--- src/rtl/booth_mult_seq_pkg.sv ---
// Shared types and sizing helpers for the sequential Booth multiplier.
package booth_pkg;

    typedef enum logic [1:0] {
        IDLE,
        CALC,
        DONE
    } state_t;

    // One step of datapath control: load operands, add/subtract (optionally 2M), shift.
    typedef struct packed {
        logic load;
        logic add_sub;   // 1: subtract the selected multiple of M
        logic add_en;    // 1: apply the selected multiple of M to HQ
        logic add_2m;    // 1: use 2M instead of M
        logic shift;     // 1: perform the arithmetic right shift of {HQ,LQ,Q_1}
    } mult_control_t;

    // Width of the multiplier register LQ: N+1, padded to even for radix-4.
    function automatic int lq_width(input int n, input int radix);
        int w;
        w = n + 1;
        if (radix == 4) return w + (w % 2);
        return w;
    endfunction

    // Number of add/shift steps for one product.
    function automatic int iter_count(input int n, input int radix);
        if (radix == 4) return lq_width(n, radix) / 2;
        return n + 1;
    endfunction

endpackage

--- src/rtl/booth_mult_seq_if.sv ---
// Request/response bundle between a multiplier client and booth_mult_seq.
interface booth_mult_seq_if #(
    parameter int N = 8
);
    logic           start;
    logic           signed_mode;
    logic [N-1:0]   A;
    logic [N-1:0]   B;
    logic           busy;
    logic           ready;
    logic [2*N-1:0] Y;
    logic [1:0]     Q_LSB;

    modport master (
        output start, signed_mode, A, B,
        input  busy, ready, Y, Q_LSB
    );

    modport slave (
        input  start, signed_mode, A, B,
        output busy, ready, Y, Q_LSB
    );
endinterface

--- src/rtl/booth_mult_seq_recoder.sv ---
// Booth digit recoder: maps the low multiplier bits to add/sub/2M controls.
// load/shift are left clear; the sequencer owns them.
module booth_recoder
    import booth_pkg::*;
#(
    parameter int RADIX = 2
) (
    input  logic [2:0]    bits,   // {LQ[1], LQ[0], Q_1}
    output mult_control_t ctl
);
    logic unused_b2;
    assign unused_b2 = bits[2];

    // Decode the current Booth digit.
    always_comb begin
        ctl = '0;
        if (RADIX == 4) begin
            case (bits)
                3'b001, 3'b010: ctl.add_en = 1'b1;
                3'b011:         begin ctl.add_en = 1'b1; ctl.add_2m = 1'b1; end
                3'b100:         begin ctl.add_en = 1'b1; ctl.add_2m = 1'b1; ctl.add_sub = 1'b1; end
                3'b101, 3'b110: begin ctl.add_en = 1'b1; ctl.add_sub = 1'b1; end
                default:        ;
            endcase
        end else begin
            case (bits[1:0])
                2'b01:   ctl.add_en = 1'b1;
                2'b10:   begin ctl.add_en = 1'b1; ctl.add_sub = 1'b1; end
                default: ;
            endcase
        end
    end
endmodule

--- src/rtl/booth_mult_seq.sv ---
// Sequential Booth multiplier, radix-2 or radix-4, signed or unsigned per request.
// Accepts a request whenever idle; product appears ITER+1 edges after start is sampled.
module booth_mult_seq
    import booth_pkg::*;
#(
    parameter int N     = 8,
    parameter int RADIX = 2
) (
    input  logic          clk,
    input  logic          rst,    // asynchronous, active low
    booth_mult_seq_if.slave bus
);
    localparam int LW   = lq_width(N, RADIX);
    localparam int HW   = LW + 1;              // one spare bit so +/-2M never overflows
    localparam int FW   = HW + LW + 1;         // {HQ, LQ, Q_1}
    localparam int ITER = iter_count(N, RADIX);
    localparam int SH   = (RADIX == 4) ? 2 : 1;
    localparam int CW   = $clog2(ITER + 1);

    generate
        if (RADIX != 2 && RADIX != 4) begin : g_bad_radix
            $error("booth_mult_seq: RADIX must be 2 or 4");
        end
        if (N < 2) begin : g_bad_width
            $error("booth_mult_seq: N must be >= 2");
        end
    endgenerate

    state_t          state_q, state_d;
    logic [CW-1:0]   cnt_q;
    logic [HW-1:0]   m_q;
    logic [HW-1:0]   hq_q;
    logic [LW-1:0]   lq_q;
    logic            q1_q;
    logic [2*N-1:0]  y_q;
    logic            ready_q;

    mult_control_t   rec_ctl, ctl;
    logic            done;
    logic            ext_a, ext_b;
    logic [HW-1:0]   m_sel, m_opnd, sum;
    logic signed [FW-1:0] full, shifted;

    booth_recoder #(.RADIX(RADIX)) u_rec (
        .bits ({lq_q[1], lq_q[0], q1_q}),
        .ctl  (rec_ctl)
    );

    // Operand extension bits: sign in signed mode, zero otherwise.
    assign ext_a = bus.signed_mode & bus.A[N-1];
    assign ext_b = bus.signed_mode & bus.B[N-1];

    // One add/sub step then arithmetic right shift of the whole accumulator.
    always_comb begin
        m_sel   = rec_ctl.add_2m ? {m_q[HW-2:0], 1'b0} : m_q;
        m_opnd  = rec_ctl.add_sub ? ~m_sel : m_sel;
        sum     = hq_q + (rec_ctl.add_en ? m_opnd : '0)
                       + {{(HW-1){1'b0}}, rec_ctl.add_en & rec_ctl.add_sub};
        full    = {sum, lq_q, q1_q};
        shifted = full >>> SH;
    end

    // Sequencer next-state and step controls.
    always_comb begin
        state_d     = state_q;
        ctl         = rec_ctl;
        ctl.load    = 1'b0;
        ctl.shift   = 1'b0;
        done        = 1'b0;
        case (state_q)
            IDLE: if (bus.start) begin
                ctl.load = 1'b1;
                state_d  = CALC;
            end
            CALC: begin
                ctl.shift = 1'b1;
                if (cnt_q == CW'(1)) state_d = DONE;
            end
            DONE: begin
                done    = 1'b1;
                state_d = IDLE;
            end
            default: state_d = IDLE;
        endcase
    end

    // State register.
    always_ff @(posedge clk or negedge rst) begin
        if (!rst) state_q <= IDLE;
        else      state_q <= state_d;
    end

    // Datapath registers, iteration counter and product output.
    always_ff @(posedge clk or negedge rst) begin
        if (!rst) begin
            cnt_q   <= '0;
            m_q     <= '0;
            hq_q    <= '0;
            lq_q    <= '0;
            q1_q    <= 1'b0;
            y_q     <= '0;
            ready_q <= 1'b0;
        end else begin
            ready_q <= done;
            if (done) y_q <= (2*N)'({hq_q, lq_q});
            if (ctl.load) begin
                m_q   <= {{(HW-N){ext_a}}, bus.A};
                lq_q  <= {{(LW-N){ext_b}}, bus.B};
                hq_q  <= '0;
                q1_q  <= 1'b0;
                cnt_q <= CW'(ITER);
            end else if (ctl.shift) begin
                hq_q  <= shifted[FW-1 -: HW];
                lq_q  <= shifted[LW:1];
                q1_q  <= shifted[0];
                cnt_q <= cnt_q - CW'(1);
            end
        end
    end

    assign bus.busy  = (state_q != IDLE);
    assign bus.ready = ready_q;
    assign bus.Y     = y_q;
    assign bus.Q_LSB = {lq_q[0], q1_q};
endmodule

--- src/flat_wrapper.sv ---
// flat-port wrapper written by rule: the top's interface ports become plain ports
module booth_mult_seq_flat import booth_pkg::*;
#(
    parameter int N     = 8,
    parameter int RADIX = 2
)
  (clk, rst, bus_start, bus_signed_mode, bus_A, bus_B, bus_busy, bus_ready, bus_Y, bus_Q_LSB);
  booth_mult_seq_if #(.N(N)) bus_i ();
  input  logic clk;
  input  logic rst;
  input wire logic [$bits(bus_i.start)-1:0] bus_start;
  input wire logic [$bits(bus_i.signed_mode)-1:0] bus_signed_mode;
  input wire logic [$bits(bus_i.A)-1:0] bus_A;
  input wire logic [$bits(bus_i.B)-1:0] bus_B;
  output wire logic [$bits(bus_i.busy)-1:0] bus_busy;
  output wire logic [$bits(bus_i.ready)-1:0] bus_ready;
  output wire logic [$bits(bus_i.Y)-1:0] bus_Y;
  output wire logic [$bits(bus_i.Q_LSB)-1:0] bus_Q_LSB;
  assign bus_i.start = bus_start;
  assign bus_i.signed_mode = bus_signed_mode;
  assign bus_i.A = bus_A;
  assign bus_i.B = bus_B;
  assign bus_busy = bus_i.busy;
  assign bus_ready = bus_i.ready;
  assign bus_Y = bus_i.Y;
  assign bus_Q_LSB = bus_i.Q_LSB;
  booth_mult_seq #(.N(N), .RADIX(RADIX)) u_core (.clk(clk), .rst(rst), .bus(bus_i));
endmodule
--- config.mk ---
export PLATFORM = sky130hd
export DESIGN_NAME = booth_mult_seq_flat
export DESIGN_NICKNAME = d
export VERILOG_FILES = /design/src/rtl/booth_mult_seq_pkg.sv /design/src/rtl/booth_mult_seq_if.sv /design/src/rtl/booth_mult_seq_recoder.sv /design/src/rtl/booth_mult_seq.sv /design/src/flat_wrapper.sv
export SDC_FILE = /design/constraint.sdc
export NUM_CORES = 1
export LEC_CHECK = 0
export CORE_MARGIN = 2
export CORE_UTILIZATION = 50
export CTS_BUF_LIST = sky130_fd_sc_hd__clkbuf_4 sky130_fd_sc_hd__clkbuf_8
export DETAILED_ROUTE_END_ITERATION = 10
export PLACE_DENSITY_LB_ADDON = 0.08
export REMOVE_ABC_BUFFERS = 1
export SLEW_MARGIN = 20
export SYNTH_ARGS = -nofsm -noshare
export SYNTH_HDL_FRONTEND = slang
export SYNTH_HIERARCHICAL = 1
export SYNTH_SLANG_ARGS = --single-unit
--- constraint.sdc ---
create_clock -name clk -period 8.2 [get_ports clk]
set_input_delay 1.23 -clock clk [delete_from_list [all_inputs] [get_ports clk]]
set_output_delay 1.23 -clock clk [all_outputs]
set_load 0.005 [all_outputs]
==> results of run 1 <==
-- power breakdown --
group	switching (mW)	total [mW]	internal (mW)
clock network	0.0797	0.138	0.0585
logic	0.380	0.745	0.366
registers	0.0797	0.450	0.370
-- sequential cells by signal, indices dropped and copies added (netlist names) --
signal / flops
u_core/hq_q: 9
u_core/q1_q: 1
u_core/lq_q: 9
u_core/m_q: 9
u_core/bus.Y: 16
u_core/state_q: 2
u_core/cnt_q: 4
u_core/bus.ready: 1
-- through the flow --
stage / cell area (um^2) / worst slack, ps / utilization, % / hold WS (ps)
5_1_grt: 3170 / 4830 / 61.8 / 521
4_1_cts: 3170 / 5160 / 61.8 / 502
3_5_place_dp: 3090 / 5120 / 60.2 / 481
6_report: 3170 / 5180 / 61.8 / 497
3_3_place_gp: 3090 / 5160 / 60.2 / 468
2_1_floorplan: 2600 / 5410 / - / 462
-- placed cells by master, fill, tap and decap left out, drive strengths merged, types with 3 or more instances in the layout --
master,n
xnor2,16
clkbuf,5
xor2,4
buf,3
nor2,6
a22oi,8
mux2i,8
and2,11
a21oi,4
nand2,55
ha,11
dfrtp,51
nand2b,5
clkdlybuf4s50,38
a21o,4
nand3,11
inv,10
mux2,15
o21ai,16
-- layout make-up --
class	instances	share of cell area, %
flip-flops and latches	51	40.2
inverters	10	1.18
clock inverters	2	0.434
clock buffers	5	2.17
well taps	70	2.76
repair buffers	41	12.6
multi-input cells	191	40.6
-- worst paths after layout --
path	slack, ps	end	start	cells past startpoint
worst min-delay path	500	u_core/bus.Y[1]	u_core/bus.Y[1]	1
worst max register to register	5180	u_core/hq_q[7]	u_core/q1_q	13
worst max-delay path	5180	u_core/hq_q[7]	u_core/q1_q	13
min in group asynchronous	1030	u_core/hq_q[7]	rst	2
worst min register to register	500	u_core/bus.Y[1]	u_core/bus.Y[1]	1
max in group asynchronous	6750	u_core/m_q[5]	rst	2
-- routing by layer --
layer	up-vias	wire length (um)
met5	-	0
met4	0	34
met3	2	202
met2	39	2390
met1	910	2280
li1	956	-
==> summary.txt, run 1 <==
Yosys
  – Ys Warns: 6
  – Mapped Cells: approximately 270
  – Post-Syn Area: roughly 2700 um^2
  – Mean Syn Cell Area: 10.0 um^2

Critical path
  – Req. time, crit path: between 8000 and 9000 ps
  – Worst Setup End Kind: register
  – Slowest CP cell: ha_1
  – Critical path class: register to register
  – Worst-path fanout max: 11
  – Crit path buffers/inverters: 2
  – Arrival time at the worst endpoint: about 3200 ps
  – Crit path max-delay family: adder cells
  – Worst path cell trace: inv_1 > ha_1 > xnor2_1 > nand2_1 > fa_1 > inv_1 > fa_1 > a21o_1 > a21oi_1 > o211ai_1 > a31o_1 > xnor2_1 > o21ai_1
  – CP max stage delay: 510 ps
  – Setup crit start kind: register

CTS
  – # hold bufs at CTS: 0
  – Clock sink total: between 50 and 60
  – H-tree depth: 2
  – Cts bufs inserted: 5
  – PostCTS Resize Cnt: 0
  – CTS tree: done
  – Clk pin slew, worst setup/hold paths: about 90 ps
  – Max clock buf depth: 2
  – Worst-Skew Late Latency: 300 ps
  – Post-CTS setup buffers: 0
  – CTS root buffer: clkbuf_8

Finish
  – Synthesis-to-layout area growth: 18.4%
  – Area occupied by multi-input gates: 1290 um^2
  – Ant. Diodes: 0
  – Fill cell total of the finished layout: 488
  – Layout cell share with drive strength beyond 1: 4.33%
  – Final #Nets: between 300 and 400
  – Finished Layout Cells: between 300 and 400
  – Sequential Area: approximately 1300 um^2

STA
  – Slew headroom: 41.3%
  – Max Fclk: approximately 0.33 GHz
  – Period Utilization, post-route: between 30% and 40%
  – Unrepaired setup endpoints after global routing: no
  – Post-Route Skew: between 7 and 8 ps
  – Tmin final: 3020 ps
  – Endpoints failing hold: 0
  – Pins Over Slew Limit: 0
  – Final setup TNS: 0 ps
  – Slew @ Worst Pin: approximately 900 ps
  – Final setup violation count: 0

Floorplan
  – Die Span X: 77.2 um
  – Initial Util: 52.2%
  – Die area: approximately 6000 um^2
  – Std-Cell Rows: 26
  – Num ports: 40
  – Die height: ~77 um
  – Core area: slightly above 5000 um^2

Route
  – Pre-antenna DRT Iters: 4
  – DRT antenna net count: 0
  – 1st-iter DRT viols: 91
  – Vias after detailed routing: ~1900
  – # DRC: 0
  – WL final: roughly 4900 um
  – Via density per instance: 5.15
  – Wire length per cell: approximately 13 um

GRT
  – Vias in the first global route: 1926
  – Gr busiest metal: met2
  – Met1 usage: approximately a quarter
  – Gr usage total: between 10% and 20%
  – Largest net degree at the start of global routing: 52
  – Global Route met2 Usage: between 30% and 40%
  – Grt ovf: 0
  – Met3 usage: under 10%
  – First-pass GRT wire length: around 8900 um
  – Antenna violations before repair: 0

Power and ir drop
  – Leakage: roughly 1.4 nW
  – Total power after layout: between 1 and 1.5 mW
  – Max IR drop VDD: around 0.18 mV
  – Power Density: approximately 420 nW/um^2

Run status
  – Status: finished, final reports clean

Place
  – Gp weighted congestion: between 0.8 and 0.9
  – PortBufs: 39
  – Post-Place Cells: 363
  – Hpwl dp: ~3600 um

Hold path
  – Worst hold path type: register to register

Run
  – Total of max-cap violations: 0
No activity file was read; power rests on OpenSTA's default activity.
==> run 2, diff against run 1 <==
- clock period: 8.2 -> 2.4 ns (I/O delays scaled with it)
==> run 2 against run 1 <==
Net effect:
- the flow now finishes with violations (setup timing)
- global-route usage rose by 1.0 points
- cell count grew 7.0%
- die area did not move
- flip-flop and latch count unchanged
- register-to-register slack worse by 5200 ps
- setup slack worse by 5200 ps
- critical path depth is 2 lower
- fmax grew 24%
- sequential share of layout area down 4.0 points
- sequential power rose to 3.4 times the previous value
==> summary.txt, run 2 (same netlist as run 1, synthesis figures left out) <==
Power and ir drop
  – Net Sw Frac: between 30% and 40%
  – Switching power: approximately 2.1 mW
  – Clock share of power: between 10% and 20%
  – Combinational share of power: between 60% and 70%
  – Flop pwr share: 28.3%
  – Power Density: ~1600 nW/um^2
  – Int Power: about 3.4 mW
  – Leakage: around 1.6 nW
  – Max IR drop VDD: 0.618 mV

Finish
  – Max FFs per register: 16
  – Final Util: roughly 70%
  – Final #Nets: 358
  – Synthesis-to-layout area growth: 31.5%
  – Fill cell total of the finished layout: ~430
  – Area occupied by multi-input gates: 1390 um^2
  – Ant. Diodes: 0
  – Most frequent cells in the layout: 54 x nand2_1, 51 x dfrtp_1, 38 x clkdlybuf4s50_1
  – Sequential Area: approximately 1300 um^2
  – Most common cell after layout, fill and taps aside: nand2_1
  – Layout cell share with drive strength beyond 1: 17.5%
  – Finished Layout Cells: approximately 400

GRT
  – Gr usage total: between 10% and 20%
  – Largest net degree at the start of global routing: 30
  – Met1 usage: 25.2%
  – Vias in the first global route: around 2000
  – Met3 usage: 4.59%
  – Grt ovf: 0
  – First-pass GRT wire length: a little over 9000 um
  – Antenna violations before repair: 0
  – Gr busiest metal: met2
  – Global Route met2 Usage: between 30% and 40%

STA
  – Pins Over Slew Limit: 0
  – Final Hold Slack: ~33 ps
  – Final setup TNS: -82.7 ps
  – Max Fclk: roughly 0.4 GHz
  – Slew @ Worst Pin: around 860 ps
  – Period Utilization, post-route: 102%
  – Endpoints failing hold: 0
  – Slew headroom: 42.8%
  – Setup ws final: -43.8 ps
  – Unrepaired setup endpoints after global routing: yes
  – Post-Route Skew: around 5.7 ps
  – Tmin final: 2440 ps
  – Final setup violation count: 2

Floorplan
  – Die Span X: 77.2 um
  – Initial Util: a little over half
  – Std-Cell Rows: 26
  – Die height: just under 80 um
  – Die area: 5960 um^2
  – Core area: around 5000 um^2
  – Num ports: 40

Place
  – Hpwl dp: 3900 um
  – Post-Place Cells: about 380
  – Setup WS pre-CTS: -253 ps
  – PortBufs: 39
  – Gp weighted congestion: a little over 0.8

CTS
  – Max clock buf depth: 2
  – Clock sink total: between 50 and 60
  – Clk pin slew, worst setup/hold paths: ~90 ps
  – Cts bufs inserted: 5
  – Worst-Skew Late Latency: roughly 300 ps
  – H-tree depth: 2
  – # hold bufs at CTS: 0
  – CTS root buffer: clkbuf_8
  – CTS tree: done

Route
  – DRT antenna net count: 0
  – Via density per instance: approximately 5.1
  – WL final: roughly 5400 um
  – 1st-iter DRT viols: around 150
  – Wire length per cell: around 14 um
  – Vias after detailed routing: between 2000 and 2500
  – Pre-antenna DRT Iters: 4
  – # DRC: 0

Critical path
  – Crit path max-delay family: simple AND/OR/NAND/NOR gates
  – Arrival time at the worst endpoint: between 2000 and 3000 ps
  – R2r worst-path depth: 11
  – Setup crit start kind: register
  – Reg-to-Reg End: u_core/hq_q[8]
  – CP max stage delay: 420 ps
  – Worst-path fanout max: 8
  – Worst path cell trace: ha_4 > buf_8 > buf_4 > xnor2_1 > and2_1 > ha_4 > a21o_1 > a31o_1 > or3_4 > a32oi_1 > nand2_1
  – Reg2reg setup slack: -40 ps
  – Slowest CP cell: dfrtp_1
  – Critical path class: register to register
  – Worst Setup End Kind: register
  – FF-to-FF Start: u_core/lq_q[0]
  – Req. time, crit path: about 2600 ps
  – Most used cell, CP: ha_4
  – Crit path buffers/inverters: 2

Run
  – Total of max-cap violations: 0

Hold path
  – Worst hold path type: primary input to async pin

Run status
  – Failing checks: setup timing
  – Status: finished, violations left
run 2: how the worst max path moves through the flow:
stage	slack [ps]	depth (start not counted)	endpoint	start
after CTS	2	10	u_core/hq_q[8]	u_core/lq_q[0]
after global routing	-130	10	u_core/hq_q[8]	u_core/lq_q[0]
final	-40	11	u_core/hq_q[8]	u_core/lq_q[0]
after floorplan	-390	13	u_core/hq_q[7]	u_core/q1_q
after detailed placement	-250	13	u_core/hq_q[7]	u_core/q1_q
after global placement	-140	13	u_core/hq_q[7]	u_core/q1_q
run 2: timing repair:
item | 4_1_cts | 5_1_grt
hold endpoints to repair | 0 | 0
gates resized for setup | 16 | 7
setup buffers | 5 | 1
endpoints found under the setup margin | 4 | 4
pin swaps | 13 | 7
run 2: cell type report:
cell class / count / share of cell area, %
clock buffers: 5 / 1.95
clock inverters: 3 / 1.35
inverters: 10 / 1.06
multi-input cells: 191 / 39.5
flip-flops and latches: 51 / 36.2
well taps: 70 / 2.48
repair buffers: 66 / 17.5
run 2: power by group through the flow:
stage	logic, mW	clock network [mW]	registers (mW)
CTS	3.22	0.620	1.55
finish	3.34	0.601	1.55
global placement	2.87	0	1.53
floorplan	1.83	0	1.50
global route	3.69	0.652	1.61
detailed placement	2.94	0	1.55
run 2: layer usage:
layer / up-vias / part of all wire, %
met1: 954 / 47
met4: 0 / 0.64
met5: - / 0
met2: 41 / 49
met3: 2 / 3.5
li1: 1009 / -
run 2: stage by stage:
stage	instance area, um^2	power [mW]
6_report	3520	5.49
5_1_grt	3520	5.96
4_1_cts	3470	5.39
3_5_place_dp	3250	4.49
3_3_place_gp	3250	4.40
2_1_floorplan	2600	3.34
